<file path="src/rtl/fft_pkg.sv">
`default_nettype none
// +----------------------------------------------------------------------------+
// | Package : fft_pkg                                                          |
// | Shared Q-format defaults, divider FSM encoding and iteration-count helper. |
// | Rev 1.0 : initial release                                                  |
// +----------------------------------------------------------------------------+
package fft_pkg;

    localparam int DEF_WIDTH = 16;
    localparam int DEF_FRAC  = DEF_WIDTH >> 1;

    // One quotient bit per iteration over the FRAC-shifted numerator
    localparam int ITERS = DEF_WIDTH + DEF_FRAC;

    typedef enum logic [1:0] {
        IDLE = 2'd0,
        CALC = 2'd1,
        DONE = 2'd2
    } div_state_t;

    function automatic int calc_iters(input int width, input int frac);
        return width + frac;
    endfunction

endpackage
`default_nettype wire

</file>
<file path="src/rtl/fixed_point_divider.sv">
`default_nettype none
// +----------------------------------------------------------------------------+
// | Module  : fixed_point_divider                                              |
// | Signed Q-format divider, sign-magnitude restoring, one quotient bit/clock. |
// | Rev 1.0 : initial release                                                  |
// +----------------------------------------------------------------------------+
module fixed_point_divider
    import fft_pkg::*;
#(
    parameter int WIDTH = DEF_WIDTH,
    parameter int FRAC  = WIDTH >> 1
) (
    input  logic             clk,
    input  logic             rst,
    input  logic             in_valid,
    output logic             in_ready,
    input  logic [WIDTH-1:0] dividend,
    input  logic [WIDTH-1:0] divisor,
    output logic             out_valid,
    input  logic             out_ready,
    output logic [WIDTH-1:0] quotient,
    output logic             div_by_zero,
    output logic             overflow
);

    localparam int N_ITERS = calc_iters(WIDTH, FRAC);
    localparam int NW      = WIDTH + FRAC;
    localparam int CW      = (N_ITERS > 1) ? $clog2(N_ITERS) : 1;

    localparam logic [CW-1:0]    c_LAST    = CW'(N_ITERS - 1);
    localparam logic [NW-1:0]    c_POS_LIM = {{(FRAC + 1){1'b0}}, {(WIDTH - 1){1'b1}}};
    localparam logic [NW-1:0]    c_NEG_LIM = {{FRAC{1'b0}}, 1'b1, {(WIDTH - 1){1'b0}}};
    localparam logic [WIDTH-1:0] c_Q_MAX   = {1'b0, {(WIDTH - 1){1'b1}}};
    localparam logic [WIDTH-1:0] c_Q_MIN   = {1'b1, {(WIDTH - 1){1'b0}}};

    div_state_t       state_q, state_d;
    logic [CW-1:0]    cnt_q,   cnt_d;
    logic [NW-1:0]    num_q,   num_d;
    logic [WIDTH-1:0] rem_q,   rem_d;
    logic [WIDTH-1:0] dmag_q,  dmag_d;
    logic             neg_q,   neg_d;
    logic [WIDTH-1:0] quot_q,  quot_d;
    logic             dbz_q,   dbz_d;
    logic             ovf_q,   ovf_d;

    logic [WIDTH:0]   w_trial;
    logic             w_ge;
    logic [WIDTH-1:0] w_diff;
    logic [NW-1:0]    w_qmag;

    // Magnitude as unsigned WIDTH bits: the most negative value maps to 2^(WIDTH-1)
    function automatic logic [WIDTH-1:0] f_abs(input logic [WIDTH-1:0] x);
        return x[WIDTH-1] ? (~x + WIDTH'(1)) : x;
    endfunction

    // num_q shifts numerator bits out of its MSB while quotient bits enter at the LSB
    assign w_trial = {rem_q, num_q[NW-1]};
    assign w_ge    = (w_trial >= {1'b0, dmag_q});
    assign w_diff  = w_trial[WIDTH-1:0] - dmag_q;
    assign w_qmag  = {num_q[NW-2:0], w_ge};

    always_ff @(posedge clk) begin
        if (rst) begin
            state_q <= IDLE;
            cnt_q   <= '0;
            num_q   <= '0;
            rem_q   <= '0;
            dmag_q  <= '0;
            neg_q   <= 1'b0;
            quot_q  <= '0;
            dbz_q   <= 1'b0;
            ovf_q   <= 1'b0;
        end else begin
            state_q <= state_d;
            cnt_q   <= cnt_d;
            num_q   <= num_d;
            rem_q   <= rem_d;
            dmag_q  <= dmag_d;
            neg_q   <= neg_d;
            quot_q  <= quot_d;
            dbz_q   <= dbz_d;
            ovf_q   <= ovf_d;
        end
    end

    always_comb begin
        state_d = state_q;
        cnt_d   = cnt_q;
        num_d   = num_q;
        rem_d   = rem_q;
        dmag_d  = dmag_q;
        neg_d   = neg_q;
        quot_d  = quot_q;
        dbz_d   = dbz_q;
        ovf_d   = ovf_q;

        case (state_q)
            IDLE: begin
                if (in_valid) begin
                    num_d  = {f_abs(dividend), {FRAC{1'b0}}};
                    dmag_d = f_abs(divisor);
                    rem_d  = '0;
                    cnt_d  = '0;
                    neg_d  = dividend[WIDTH-1] ^ divisor[WIDTH-1];
                    ovf_d  = 1'b0;
                    if (divisor == '0) begin
                        dbz_d   = 1'b1;
                        quot_d  = dividend[WIDTH-1] ? c_Q_MIN : c_Q_MAX;
                        state_d = DONE;
                    end else begin
                        dbz_d   = 1'b0;
                        state_d = CALC;
                    end
                end
            end

            CALC: begin
                rem_d = w_ge ? w_diff : w_trial[WIDTH-1:0];
                num_d = w_qmag;
                if (cnt_q == c_LAST) begin
                    // Sign and saturation are applied to the final iteration's result directly
                    cnt_d   = '0;
                    state_d = DONE;
                    if (neg_q) begin
                        if (w_qmag > c_NEG_LIM) begin
                            quot_d = c_Q_MIN;
                            ovf_d  = 1'b1;
                        end else begin
                            quot_d = ~w_qmag[WIDTH-1:0] + WIDTH'(1);
                        end
                    end else begin
                        if (w_qmag > c_POS_LIM) begin
                            quot_d = c_Q_MAX;
                            ovf_d  = 1'b1;
                        end else begin
                            quot_d = w_qmag[WIDTH-1:0];
                        end
                    end
                end else begin
                    cnt_d = cnt_q + CW'(1);
                end
            end

            DONE: begin
                if (out_ready) begin
                    state_d = IDLE;
                end
            end

            default: begin
                state_d = IDLE;
            end
        endcase
    end

    assign in_ready    = (state_q == IDLE);
    assign out_valid   = (state_q == DONE);
    assign quotient    = quot_q;
    assign div_by_zero = dbz_q;
    assign overflow    = ovf_q;

endmodule
`default_nettype wire

</file>
<file path="config.mk">
export PLATFORM = sky130hd
export DESIGN_NAME = fixed_point_divider
export DESIGN_NICKNAME = d
export VERILOG_FILES = /design/src/rtl/fft_pkg.sv /design/src/rtl/fixed_point_divider.sv
export SDC_FILE = /design/constraint.sdc
export NUM_CORES = 1
export LEC_CHECK = 0
export CAP_MARGIN = 20
export CORE_UTILIZATION = 50
export DETAILED_ROUTE_END_ITERATION = 8
export PLACE_DENSITY = 0.8
export SLEW_MARGIN = 5
export SYNTH_ARGS = -nofsm -noshare
export SYNTH_HDL_FRONTEND = slang
export SYNTH_SLANG_ARGS = --single-unit
</file>
<file path="constraint.sdc">
create_clock -name clk -period 5 [get_ports clk]
set_input_delay 1 -clock clk [delete_from_list [all_inputs] [get_ports clk]]
set_output_delay 1 -clock clk [all_outputs]
set_load 0.02 [all_outputs]
</file>
## After elaboration in Yosys (flattened, before gate mapping)

Cells that the tools add are included.

| storage, ports and cells | value |
|---|---|
| register bits | 82 |
| memory bits (read-only) | 0 |
| memory bits (writable) | 0 |
| output and inout port bits | 20 |
| memories | 0 |
| input port bits | 36 |
| latch bits | 0 |
| logic and storage cells | 68 |

| operators by class | value |
|---|---|
| add/sub/neg operators | 5 |
| equal/unequal tests | 9 |
| shift operators | 0 |
| $mul | 0 |
| muxes and demuxes | 30 |
| magnitude comparators | 3 |
| divide/modulo/power cells | 0 |
| bitwise gates (word level) | 4 |
| reduce and logical (&&, ||, !) cells | 8 |

Operators with widths:

| cell | number |
|---|---|
| $mux 16 | 11 |
| $pmux 16 s2 | 2 |
| $add 16x1->16 const B | 3 |
| $not 16->16 | 3 |
| $pmux 24 s2 | 1 |
| $gt 24x15->1 const B | 1 |
| $gt 24x16->1 const B | 1 |
| $mux 24 | 1 |
| $ge 17x16->1 | 1 |
| $logic_not 16->1 | 1 |
| $sub 16x16->16 | 1 |
| $mux 5 | 2 |
| $pmux 5 s2 | 1 |
| $mux 2 | 4 |
| $mux 1 | 6 |
| $ne 3x3->1 const B | 2 |
| $pmux 2 s3 | 1 |
| $add 5x1->5 const B | 1 |
| $eq 5x5->1 const B | 1 |
| $reduce_and 5->1 | 1 |
| $ne 2x1->1 const B | 2 |
| $ne 2x2->1 const B | 2 |
| $reduce_and 2->1 | 2 |
| $reduce_and 4->1 | 1 |
| other kinds (7) | 7 |

## Longest topological paths before layout

Gate-level depths: netlist of the first run.

| logic depth | value |
|---|---|
| depth after elaboration | 7 |
| mapped depth | 18 |
| depth with buffers taken out | 17 |

## Least setup slack after synthesis of the first run

OpenSTA, ideal clock, no wires.

| timing path | value |
|---|---|
| kind | register -> register |
| start | register dmag_q[3] |
| end | register quot_q[12], in the netlist quotient[12] |
| cell stages (with the launch flop) | 19 |
| clock period less this slack | 4.498 ns |
| path slack | 0.502 ns |
| data required time | 4.876 ns |
| data arrival time | 4.374 ns |
| path through | dfxtp_1 inv_1 ha_1 a21o_1 a21oi_1 a211oi_1 nor3_1 a22oi_1 inv_1 clkbuf_1 ha_1 or3b_4 or3_1 or3_1 or3_4 nor3_2 mux2_1 a221oi_2 o21ai_2 |

| on the way | value |
|---|---|
| longest elaborated chain between the ends | 7 |
| elaborated cells between the ends (all ways) | 10 |

RTL lines:

| what | line | text |
|---|---|---|
| from (decl) | fixed_point_divider.sv:40 | `logic [WIDTH-1:0] dmag_q, dmag_d;` |
| from (signal assigned) | fixed_point_divider.sv:78 | `dmag_q <= dmag_d;` |
| $ge 17x16->1 (*) | fixed_point_divider.sv:58 | `assign w_ge = (w_trial >= {1'b0, dmag_q});` |
| $not 16->16 | fixed_point_divider.sv:129 | `quot_d = ~w_qmag[WIDTH-1:0] + WIDTH'(1);` |
| $add 16x1->16 | fixed_point_divider.sv:129 |  |
| $mux 16 | fixed_point_divider.sv:125 | `if (w_qmag > c_NEG_LIM) begin` |
| $mux 16 (*) | fixed_point_divider.sv:124 | `if (neg_q) begin` |
| $mux 16 (*) | fixed_point_divider.sv:120 | `if (cnt_q == c_LAST) begin` |
| $pmux 16 s2 (*) | fixed_point_divider.sv:97 | `case (state_q)` |
| to (signal assigned) | fixed_point_divider.sv:80 | `quot_q <= quot_d;` |
| to (decl) | fixed_point_divider.sv:42 | `logic [WIDTH-1:0] quot_q, quot_d;` |

Every way passes the cells marked *; elsewhere a longest branch is shown, timed or not. The select of a mux whose other input is x is not followed.
A chain may end at the register's enable or synchronous reset.

## Worst setup path after layout of the first run

Ends and elaborated chain as after synthesis.

==> metrics.txt, run 1 <==
outcome finished clean; vias 4771; post-synth cell types 57; fin crit period 4.497 ns; Pwr per Cell Area 374.5 nW/um2; CTS Buf Count 9; critical setup path kind reg2reg; pin count of the biggest net entering global routing 51; post-route antenna net violation count 0; syn nets 698; fin crit share 89.93%; PortBufs 55; crit path capture type flop; Routed WL 12.56 mm; Min-Delay Path Class reg2reg; first-pass GRT wire length 20.53 mm; routed vias/inst 5.868; Die X 102.0 um; post-cts hold buffer count 0; Max Root-Sink Buffers 2; area share of the leading cell type in the synthesized netlist 32.80%; Post-Place Worst Slack 0.5772 ns; vias in the first global route 4461; CORE AREA 9729 um2; Total GRT Usage 25.21%; post-synthesis register bit count 82; worst-path maximum fanout 4; Peak Freq 222.4 MHz; final worst setup slack 0.5033 ns; Clk pwr share 24.7%; number of fill cells 898; Routed wire per std cell 15.45 um; Reg power frac 34.0%; postcts setup bufs 0; antenna violations before repair 0; sequential area share after synthesis 32.80%; area delta synth->final 16.80%; setup TNS 0 ns; 1st-iter DRT viols 276; max cap viols 0; Comb power frac 41.3%; Worst VDD drop 0.1744 mV; total die area 10410 um2; CP required 5.24 ns; crit start category flop; top_reg_cell synth dfxtp_1; Final Hold Violating Endpoints 0; Pwr Total 2.189 mW; fraction of layout cells with a size suffix above 1 5.588%; root buf cell clkbuf_8; Clock Latency Late Sink 0.36 ns; Gate Count Post-Synth 641; asr flop ratio synth 0%; Lkg Pwr 2.185 nW; switching part of the total power 35.82%; Least-Margin Pin Slew 0.9210 ns; Reg clk slew, reported paths 0.08 ns; Slew Viols, Final 0; area of the multi-input gates 3119 um2; H-tree depth 3; chip height 102.0 um; Inserted Diodes 0; router iterations before antenna repair 5; grt ovf 0; Switch Pwr 0.7842 mW; register area 1642 um2; I/O Pins 56; hpwl dp 8.971 mm; CP arrival 4.74 ns; Yosys warning total 0; final RePlAce weighted congestion 0.8959; Avg Cell Area, Syn 7.808 um2; Post-synth EDFFs 0; DRC 0; setup violators final 0; Int Pwr 1.405 mW; clock net sink count 82; nets@finish 733; TritonCTS clock tree built; post-CTS sizing 0; RSZ-0062 raised after global routing false; Syn Std Cell Area 5005 um2; Rel. slew slack 38.32%; top post-synthesis cells by area dfxtp_1, a21oi_1, nand2_1, ha_1, xnor2_1; initial core utilization 51.44%; Clock Skew 0.009286 ns; Site Rows 36; biggest area consumer among synthesized cells dfxtp_1
[per-layer routing]
| layer | track usage [%] | share of wire (%) | routed length [um] | vias up |
|---|---|---|---|---|
| li1 | - | - | - | 2374 |
| met1 | 32.67 | 45 | 5592 | 2205 |
| met2 | 41.87 | 48 | 5976 | 176 |
| met3 | 4.856 | 6.4 | 810 | 16 |
| met4 | 8.901 | 1.4 | 180 | 0 |
| met5 | 0 | 0 | 0 | - |
[cell type report]
type,instances,share of cell area [%]
Multi-Input combinational cell,494,53.36
Sequential cell,82,28.08
Clock inverter,2,1.027
Tap cell,133,2.847
Inverter,27,1.734
Timing Repair Buffer,62,10.23
Clock buffer,13,2.718
[per-stage QoR]
step | cells | instance area, um2 | utilization (%) | hold slack (ns)
after global placement | 798 | 5627 | 57.83 | 0.4355
after global routing | 813 | 5846 | 60.08 | 0.4865
final | 813 | 5846 | 60.08 | 0.4602
after floorplan | 641 | 5005 | - | 0.4400
after detailed placement | 798 | 5627 | 57.83 | 0.4515
after CTS | 813 | 5846 | 60.08 | 0.4703
[critical path, cell delays in order, from the launching register on]
cell and delay (ns):
dfxtp_1 0.32, inv_1 0.05, ha_1 0.33, a21o_1 0.20
a21oi_1 0.25, a211oi_1 0.12, nor3_1 0.36, a22oi_1 0.17
inv_1 0.12, ha_1 0.20, or3b_4 0.40, or3_1 0.34
or3_1 0.37, or3_4 0.36, nor3_2 0.12, mux2_1 0.36
a221oi_2 0.26, o21ai_2 0.07
[power groups by stage]
stage          Combinational, mW  Sequential, mW  Clock (mW)
2_1_floorplan              0.693           0.743           0
3_3_place_gp               0.855           0.755           0
3_5_place_dp               0.879           0.758           0
4_1_cts                    0.893           0.744       0.542
5_1_grt                    0.991           0.752       0.570
6_report                   0.903           0.745       0.540
[final timing paths]
check	startpoint	end	slack (ns)	depth (start not counted)
max	dmag_q[3]	quotient[12]	0.50	17
min reg2reg	quotient[6]	quotient[6]	0.46	2
max reg2reg	dmag_q[3]	quotient[12]	0.50	17
min	quotient[6]	quotient[6]	0.46	2
[sequential cells by signal (all words and copies together), names as in the netlist]
signal	flops
cnt_q	5
div_by_zero	1
dmag_q	16
neg_q	1
num_q	24
overflow	1
quotient	16
rem_q	16
state_q	2
[synth_stat cells, types with 3 or more instances]
| cell type | instances |
|---|---|
| a211oi_1 | 23 |
| a21o_1 | 9 |
| a21oi_1 | 62 |
| a221oi_1 | 3 |
| a22oi_1 | 20 |
| a31oi_1 | 3 |
| a32oi_1 | 5 |
| clkbuf_1 | 34 |
| dfxtp_1 | 82 |
| ha_1 | 20 |
| inv_1 | 27 |
| mux2_2 | 7 |
| mux2i_1 | 7 |
| nand2_1 | 80 |
| nand2b_1 | 4 |
| nand3_1 | 17 |
| nand3b_1 | 3 |
| nand4_1 | 3 |
| nand4b_1 | 3 |
| nor2_1 | 55 |
| nor2b_1 | 7 |
| nor3_1 | 14 |
| nor3b_1 | 6 |
| nor4_1 | 9 |
| o211ai_1 | 4 |
| o21ai_0 | 35 |
| o21bai_1 | 3 |
| o2bb2ai_1 | 3 |
| o31a_1 | 3 |
| o31ai_1 | 9 |
| o41ai_1 | 3 |
| or3_1 | 8 |
| xnor2_1 | 24 |
| xor2_1 | 18 |
[cells in the final DEF, fill, tap and decap left out, drive strengths merged, types with 10 or more instances in the layout]
cell type	n
a211oi	23
a22oi	20
nor3	15
nor2	55
clkbuf	13
inv	27
xnor2	24
xor2	18
dfxtp	82
o21ai	36
clkdlybuf4s50	54
o31ai	10
nand2	80
ha	20
a21oi	62
nand3	17
[cell families after synthesis]
logic type               share of synthesized area, %
adder cells (fa/ha/maj)                         5.400
AO/OA/AOI/OAI                                   25.33
multiplexers                                    3.200
flip-flops                                      32.80
buffers and inverters                           4.925
AND/OR/NAND/NOR                                 21.00
XOR/XNOR                                        7.350
No activity file was read; power rests on OpenSTA's default activity.
==> inputs of run 2 (changes only) <==
--- a/config.mk
+++ b/config.mk
@@ -9,6 +9,7 @@
 export CORE_UTILIZATION = 50
 export DETAILED_ROUTE_END_ITERATION = 8
 export PLACE_DENSITY = 0.8
+export SETUP_SLACK_MARGIN = 0.4
 export SLEW_MARGIN = 5
 export SYNTH_ARGS = -nofsm -noshare
 export SYNTH_HDL_FRONTEND = slang
==> constraint.sdc (replaced) <==
create_clock -name clk -period 5 [get_ports clk]
set_input_delay 1 -clock clk [delete_from_list [all_inputs] [get_ports clk]]
set_output_delay 1 -clock clk [all_outputs]
set_load 0.01 [all_outputs]
==> run 2 against run 1 <==
  * Fmax rose by 2.5%
  * Combinational power increased by 2%
  * Non-clock buffer count grew 2
  * Die area unchanged
  * Setup slack improved by 0.11 ns
  * Sequential power hardly changed
  * Register-to-register slack better by 0.11 ns
  * Critical path depth unchanged
  * Utilization is 0.21 points higher
  * Clock power hardly changed
  * Power increased by 0.90%
  * Critical path type unchanged
  * Largest cell class unchanged
  * Largest power group unchanged
  * Highest routed layer unchanged
==> metrics.txt, run 2 (same netlist as run 1, synthesis figures left out) <==
outcome finished clean (unchanged); Post-Place Worst Slack 0.5772 ns (unchanged); pin count of the biggest net entering global routing 51 (unchanged); router iterations before antenna repair 5 (unchanged); hpwl dp 8.971 mm (unchanged); chip height 102.0 um (unchanged); Slew Viols, Final 0 (unchanged); non-filler cells, final 815 (was 813); fraction of layout cells with a size suffix above 1 6.012% (was 5.588%); Clk pwr share 24.5% (was 24.7%); Reg power frac 33.7% (was 34.0%); DRC 0 (unchanged); antenna violations before repair 0 (unchanged); Cells after DPL 798 (unchanged); Clock Latency Late Sink 0.36 ns (about the same); root buf cell clkbuf_8 (unchanged); Routed wire per std cell 15.44 um (was 15.45 um); setup TNS 0 ns (unchanged); post-route antenna net violation count 0 (unchanged); CTS Buf Count 9 (unchanged); reg2reg path depth 17 (unchanged); Final Hold Violating Endpoints 0 (unchanged); Crit Reg-Reg Startpoint dmag_q[3] (unchanged); Pwr Total 2.209 mW (was 2.189 mW); I/O Pins 56 (unchanged); Hold Crit Depth 2 (unchanged); slowest CP cell or3b_4 (unchanged); fin crit period 4.386 ns (was 4.497 ns); setup violators final 0 (unchanged); Lkg Pwr 2.195 nW (was 2.185 nW); 1st-iter DRT viols 255 (was 276); Rel. slew slack 40.00% (was 38.32%); Largest register FFs 24 (unchanged); nets@finish 735 (was 733); Critical Path Max Stage Delay 0.40 ns (about the same); fin crit share 87.72% (was 89.93%); area delta synth->final 17.20% (was 16.80%); hold wc startpoint quotient[6] (unchanged); first-pass GRT wire length 20.53 mm (unchanged); cell chain of the critical path inv_1 -> ha_1 -> a21o_1 -> a21oi_1 -> a211oi_1 -> nor3_2 -> a22oi_1 -> inv_1 -> ha_1 -> or3b_4 -> or3_1 -> or3_1 -> or3_4 -> nor3_2 -> mux2_1 -> a221oi_2 -> o21ai_2 (was inv_1 -> ha_1 -> a21o_1 -> a21oi_1 -> a211oi_1 -> nor3_1 -> a22oi_1 -> inv_1 -> ha_1 -> or3b_4 -> or3_1 -> or3_1 -> or3_4 -> nor3_2 -> mux2_1 -> a221oi_2 -> o21ai_2); Pwr per Cell Area 376.6 nW/um2 (was 374.5 nW/um2); Peak Freq 228.0 MHz (was 222.4 MHz); Switch Pwr 0.7911 mW (was 0.7842 mW); grt ovf 0 (unchanged); final worst setup slack 0.6141 ns (was 0.5033 ns); Clock Skew 0.01008 ns (was 0.009286 ns); worst reg2reg endpoint quotient[12] (unchanged); initial core utilization 51.44% (unchanged); commonest cells after routing, fill and taps aside dfxtp_1, nand2_1, a21oi_1 (unchanged); Reg clk slew, reported paths 0.08 ns (about the same); Total GRT Usage 25.21% (unchanged); Comb power frac 41.7% (was 41.3%); H-tree depth 3 (unchanged); Site Rows 36 (unchanged); Routed WL 12.59 mm (was 12.56 mm); RSZ-0062 raised after global routing false (unchanged); crit path capture type flop (unchanged); PortBufs 55 (unchanged); Die X 102.0 um (unchanged); Max Root-Sink Buffers 2 (unchanged); Inserted Diodes 0 (unchanged); crit start category flop (unchanged); Int Pwr 1.418 mW (was 1.405 mW); final RePlAce weighted congestion 0.8959 (unchanged); flop-to-flop setup slack 0.61 ns (was 0.50 ns); Biggest register num_q (unchanged); CP required 5.24 ns (about the same); routed vias/inst 5.887 (was 5.868); total die area 10410 um2 (unchanged); Least-Margin Pin Slew 0.8959 ns (was 0.9210 ns); critical setup path kind reg2reg (unchanged); clock net sink count 82 (unchanged); Min-Delay Path Class reg2reg (unchanged); TritonCTS clock tree built (unchanged); CP arrival 4.62 ns (was 4.74 ns); vias 4798 (was 4771); Hold Crit Endpoint quotient[6] (unchanged); number of fill cells 895 (was 898); CORE AREA 9729 um2 (unchanged); final hold slack 0.4602 ns (about the same); Worst VDD drop 0.1737 mV (was 0.1744 mV); commonest non-fill, non-tap cell in the layout dfxtp_1 (unchanged); max cap viols 0 (unchanged); switching part of the total power 35.82% (about the same); vias in the first global route 4461 (unchanged); worst-path maximum fanout 4 (unchanged)
run 2: cell type report:
class,instances,area (um2),area share (%)
Multi-Input combinational cell,494,3124,53.26
Sequential cell,82,1642,27.99
Timing Repair Buffer,64,613.1,10.45
Tap cell,133,166.4,2.837
Clock buffer,13,158.9,2.709
Inverter,27,101.3,1.728
Clock inverter,2,60.06,1.024
run 2: worst max-delay path: cells and delay by family (launching register included):
kind / cells / cell delay, ns
flip-flops: 1 / 0.32
adder cells (fa/ha/maj): 2 / 0.53
AND/OR/NAND/NOR: 6 / 1.86
buffers and inverters: 2 / 0.17
AO/OA/AOI/OAI: 6 / 1.05
multiplexers: 1 / 0.36
run 2: worst max-delay path by stage:
| stage | startpoint | endpoint | cells after the start |
|---|---|---|---|
| 2_1_floorplan | dmag_q[3] | quotient[12] | 18 |
| 3_3_place_gp | dmag_q[3] | quotient[12] | 17 |
| 3_5_place_dp | dmag_q[3] | quotient[12] | 17 |
| 4_1_cts | dmag_q[3] | quotient[12] | 17 |
| 5_1_grt | dmag_q[3] | quotient[12] | 17 |
| 6_report | dmag_q[3] | quotient[12] | 17 |
run 2: per-stage QoR:
step           instance area (um2)  util (%)
2_1_floorplan                 5005         -
3_3_place_gp                  5627     57.83
3_5_place_dp                  5627     57.83
4_1_cts                       5846     60.08
5_1_grt                       5866     60.29
6_report                      5866     60.29
run 2: repair_timing:
| item | in CTS | in global routing |
|---|---|---|
| resized for setup | 0 | 1 |
| setup buffers | 0 | 2 |
| setup endpoints to repair | 0 | 1 |
| endpoints found under the hold margin | 0 | 0 |
| hold buffers | 0 | 0 |
run 2: power by group through the flow:
stage	Clock [mW]	Sequential, mW	Combinational (mW)
2_1_floorplan	0	0.743	0.692
3_3_place_gp	0	0.755	0.855
3_5_place_dp	0	0.758	0.878
4_1_cts	0.542	0.744	0.892
5_1_grt	0.570	0.752	1.01
6_report	0.542	0.745	0.921
run 2: layer usage:
| layer | vias to the layer above | global-route usage [%] | routed length (um) |
|---|---|---|---|
| met1 | 2252 | 32.67 | 5689 |
| met4 | 0 | 8.901 | 162 |
| met5 | - | 0 | 0 |
| met3 | 12 | 4.856 | 684 |
| met2 | 155 | 41.87 | 6048 |
| li1 | 2379 | - | - |
==> inputs of run 3 (changes only) <==
--- a/config.mk
+++ b/config.mk
@@ -6,6 +6,7 @@
 export NUM_CORES = 1
 export LEC_CHECK = 0
 export CAP_MARGIN = 20
+export CORE_MARGIN = 5
 export CORE_UTILIZATION = 50
 export DETAILED_ROUTE_END_ITERATION = 8
 export PLACE_DENSITY = 0.8
==> run 3 against run 2 <==
  * Clock power rose by 3%
  * Cell count down 0.25%
  * First-iteration DRC count increased by 12%
  * Register-to-register slack improved by 0.08 ns
  * Combinational power shrank 0.8%
  * Via count is 1.1% higher
  * Clock skew rose by 0.0062 ns
  * Non-clock buffer count down 3
  * Global-route usage is 2.6 points lower
  * Critical path type unchanged
  * Largest cell class unchanged
==> metrics.txt, run 3 (same netlist as run 1, synthesis figures left out) <==
setup TNS 0 ns (unchanged); fraction of layout cells with a size suffix above 1 6.176% (was 6.012%); root buf cell clkbuf_8 (unchanged); Clock Skew 0.01628 ns (was 0.01008 ns); Pwr per Cell Area 378.5 nW/um2 (was 376.6 nW/um2); router iterations before antenna repair 4 (was 5); met3 Use GR 3.087% (was 4.856%); clock net sink count 82 (unchanged); post-layout util 59.97% (was 60.29%); Worst VDD drop 0.1665 mV (was 0.1737 mV); Comb power frac 41.2% (was 41.7%); CTS Buf Count 9 (unchanged); outcome finished clean (unchanged); first-pass GRT wire length 22.05 mm (was 20.53 mm); Peak Freq 232.1 MHz (was 228.0 MHz); Reg power frac 33.6% (was 33.7%); Min-Delay Path Class reg2reg (unchanged); Largest register FFs 24 (unchanged); Least-Margin Pin Slew 0.8766 ns (was 0.8959 ns); 1st-iter DRT viols 285 (was 255); final RePlAce weighted congestion 0.9318 (was 0.8959); Routed wire per std cell 16.00 um (was 15.44 um); slowest CP cell or3b_4 (unchanged); Crit Reg-Reg Startpoint dmag_q[3] (unchanged); fin crit period 4.309 ns (was 4.386 ns); vias in the first global route 4707 (was 4461); vias 4849 (was 4798); grt ovf 0 (unchanged); post-route antenna net violation count 0 (unchanged); worst-path maximum fanout 4 (unchanged); Hold Crit Endpoint quotient[14] (was quotient[6]); Clk pwr share 25.2% (was 24.5%); placed cell area 5619 um2 (was 5627 um2); Pwr Total 2.219 mW (was 2.209 mW); Hold Crit Depth 1 (was 2); cell chain of the critical path inv_1 -> ha_1 -> a21o_1 -> a21oi_2 -> a211oi_1 -> nor3_2 -> a22oi_1 -> inv_1 -> ha_1 -> or3b_4 -> or3_1 -> or3_1 -> or3_4 -> nor3_2 -> mux2_1 -> a221oi_2 -> o21ai_2 (was inv_1 -> ha_1 -> a21o_1 -> a21oi_1 -> a211oi_1 -> nor3_2 -> a22oi_1 -> inv_1 -> ha_1 -> or3b_4 -> or3_1 -> or3_1 -> or3_4 -> nor3_2 -> mux2_1 -> a221oi_2 -> o21ai_2); post-route cell area 5862 um2 (was 5866 um2); PortBufs 55 (unchanged); Clock Latency Late Sink 0.37 ns (was 0.36 ns); Max Root-Sink Buffers 2 (unchanged); hpwl dp 9.385 mm (was 8.971 mm); reg2reg path depth 17 (unchanged); DRC 0 (unchanged); nets@finish 732 (was 735); TritonCTS clock tree built (unchanged); worst reg2reg endpoint quotient[12] (unchanged); critical setup path kind reg2reg (unchanged); antenna violations before repair 0 (unchanged); routed vias/inst 5.964 (was 5.887); Final Hold Violating Endpoints 0 (unchanged); Total GRT Usage 22.64% (was 25.21%); Site Rows 36 (unchanged); crit path capture type flop (unchanged); grt met2 use 36.57% (was 41.87%); hold wc startpoint quotient[14] (was quotient[6]); RSZ-0062 raised after global routing false (unchanged); H-tree depth 3 (unchanged); switching part of the total power 36.82% (was 35.82%); Biggest register num_q (unchanged); Lkg Pwr 2.188 nW (was 2.195 nW); pin count of the biggest net entering global routing 47 (was 51); Inserted Diodes 0 (unchanged); setup violators final 0 (unchanged); crit start category flop (unchanged); CORE AREA 9774 um2 (was 9729 um2); grt peak-use layer met2 (unchanged); Rel. slew slack 41.42% (was 40.00%); Routed WL 13.01 mm (was 12.59 mm); area delta synth->final 17.12% (was 17.20%); chip height 110.0 um (was 102.0 um); Die X 110.0 um (was 102.0 um); Switch Pwr 0.8169 mW (was 0.7911 mW); met1 usage 30.20% (was 32.67%); Int Pwr 1.402 mW (was 1.418 mW); total die area 12110 um2 (was 10410 um2); Reg clk slew, reported paths 0.10 ns (was 0.08 ns); postcts setup bufs 0 (unchanged); fin crit share 86.17% (was 87.72%); final hold slack 0.4557 ns (was 0.4602 ns); CP arrival 4.56 ns (was 4.62 ns); initial core utilization 51.20% (was 51.44%); I/O Pins 56 (unchanged); Critical Path Max Stage Delay 0.41 ns (was 0.40 ns); commonest cells after routing, fill and taps aside dfxtp_1, nand2_1, a21oi_1 (unchanged); Slew Viols, Final 0 (unchanged); CP required 5.25 ns (was 5.24 ns); flop-to-flop setup slack 0.69 ns (was 0.61 ns); commonest non-fill, non-tap cell in the layout dfxtp_1 (unchanged); max cap viols 0 (unchanged)
[run 3: critical path: cells and delay by family (launching register included)]
kind                     cells  cell delay [ns]
AO/OA/AOI/OAI                6             0.99
buffers and inverters        2             0.17
multiplexers                 1             0.36
AND/OR/NAND/NOR              6             1.85
flip-flops                   1             0.32
adder cells (fa/ha/maj)      2             0.53
[run 3: routing by layer]
layer | share of wire (%) | up-vias | wire length (um)
met4 | 2.6 | 0 | 340
met5 | 0 | - | 0
li1 | - | 2374 | -
met2 | 47 | 193 | 6113
met3 | 6.3 | 33 | 823
met1 | 44 | 2249 | 5732
[run 3: what timing repair did]
action / 4_1_cts / 5_1_grt
resized for setup: 0 / 2
hold buffers: 0 / 0
endpoints found under the setup margin: 0 / 1
[run 3: per-stage QoR]
stage               setup WS, ns  std cells
floorplan                 0.5019        641
global placement          0.7231        797
detailed placement        0.5661        797
finish                    0.6914        813
global route              0.4743        813
CTS                       0.5192        813
[run 3: power by group through the flow]
stage               Combinational, mW  Sequential [mW]  Clock (mW)
global placement                0.860            0.754           0
global route                    0.993            0.751       0.599
floorplan                       0.692            0.743           0
finish                          0.914            0.745       0.560
CTS                             0.893            0.743       0.562
detailed placement              0.879            0.758           0
[run 3: cell type report]
cell class              count  area [um2]
fillers                   885        3913
multi-input cells         494        3128
flip-flops and latches     82        1642
repair buffers             61       590.6
well taps                 133       166.4
clock buffers              10       137.6
inverters                  27       101.3
clock inverters             6       96.34
[run 3: worst max-delay path by stage]
| stage | from | end |
|---|---|---|
| 5_1_grt | dmag_q[6] | quotient[12] |
| 2_1_floorplan | dmag_q[3] | quotient[12] |
| 6_report | dmag_q[3] | quotient[12] |
| 3_5_place_dp | dmag_q[3] | quotient[12] |
| 3_3_place_gp | dmag_q[3] | quotient[12] |
| 4_1_cts | dmag_q[3] | quotient[12] |
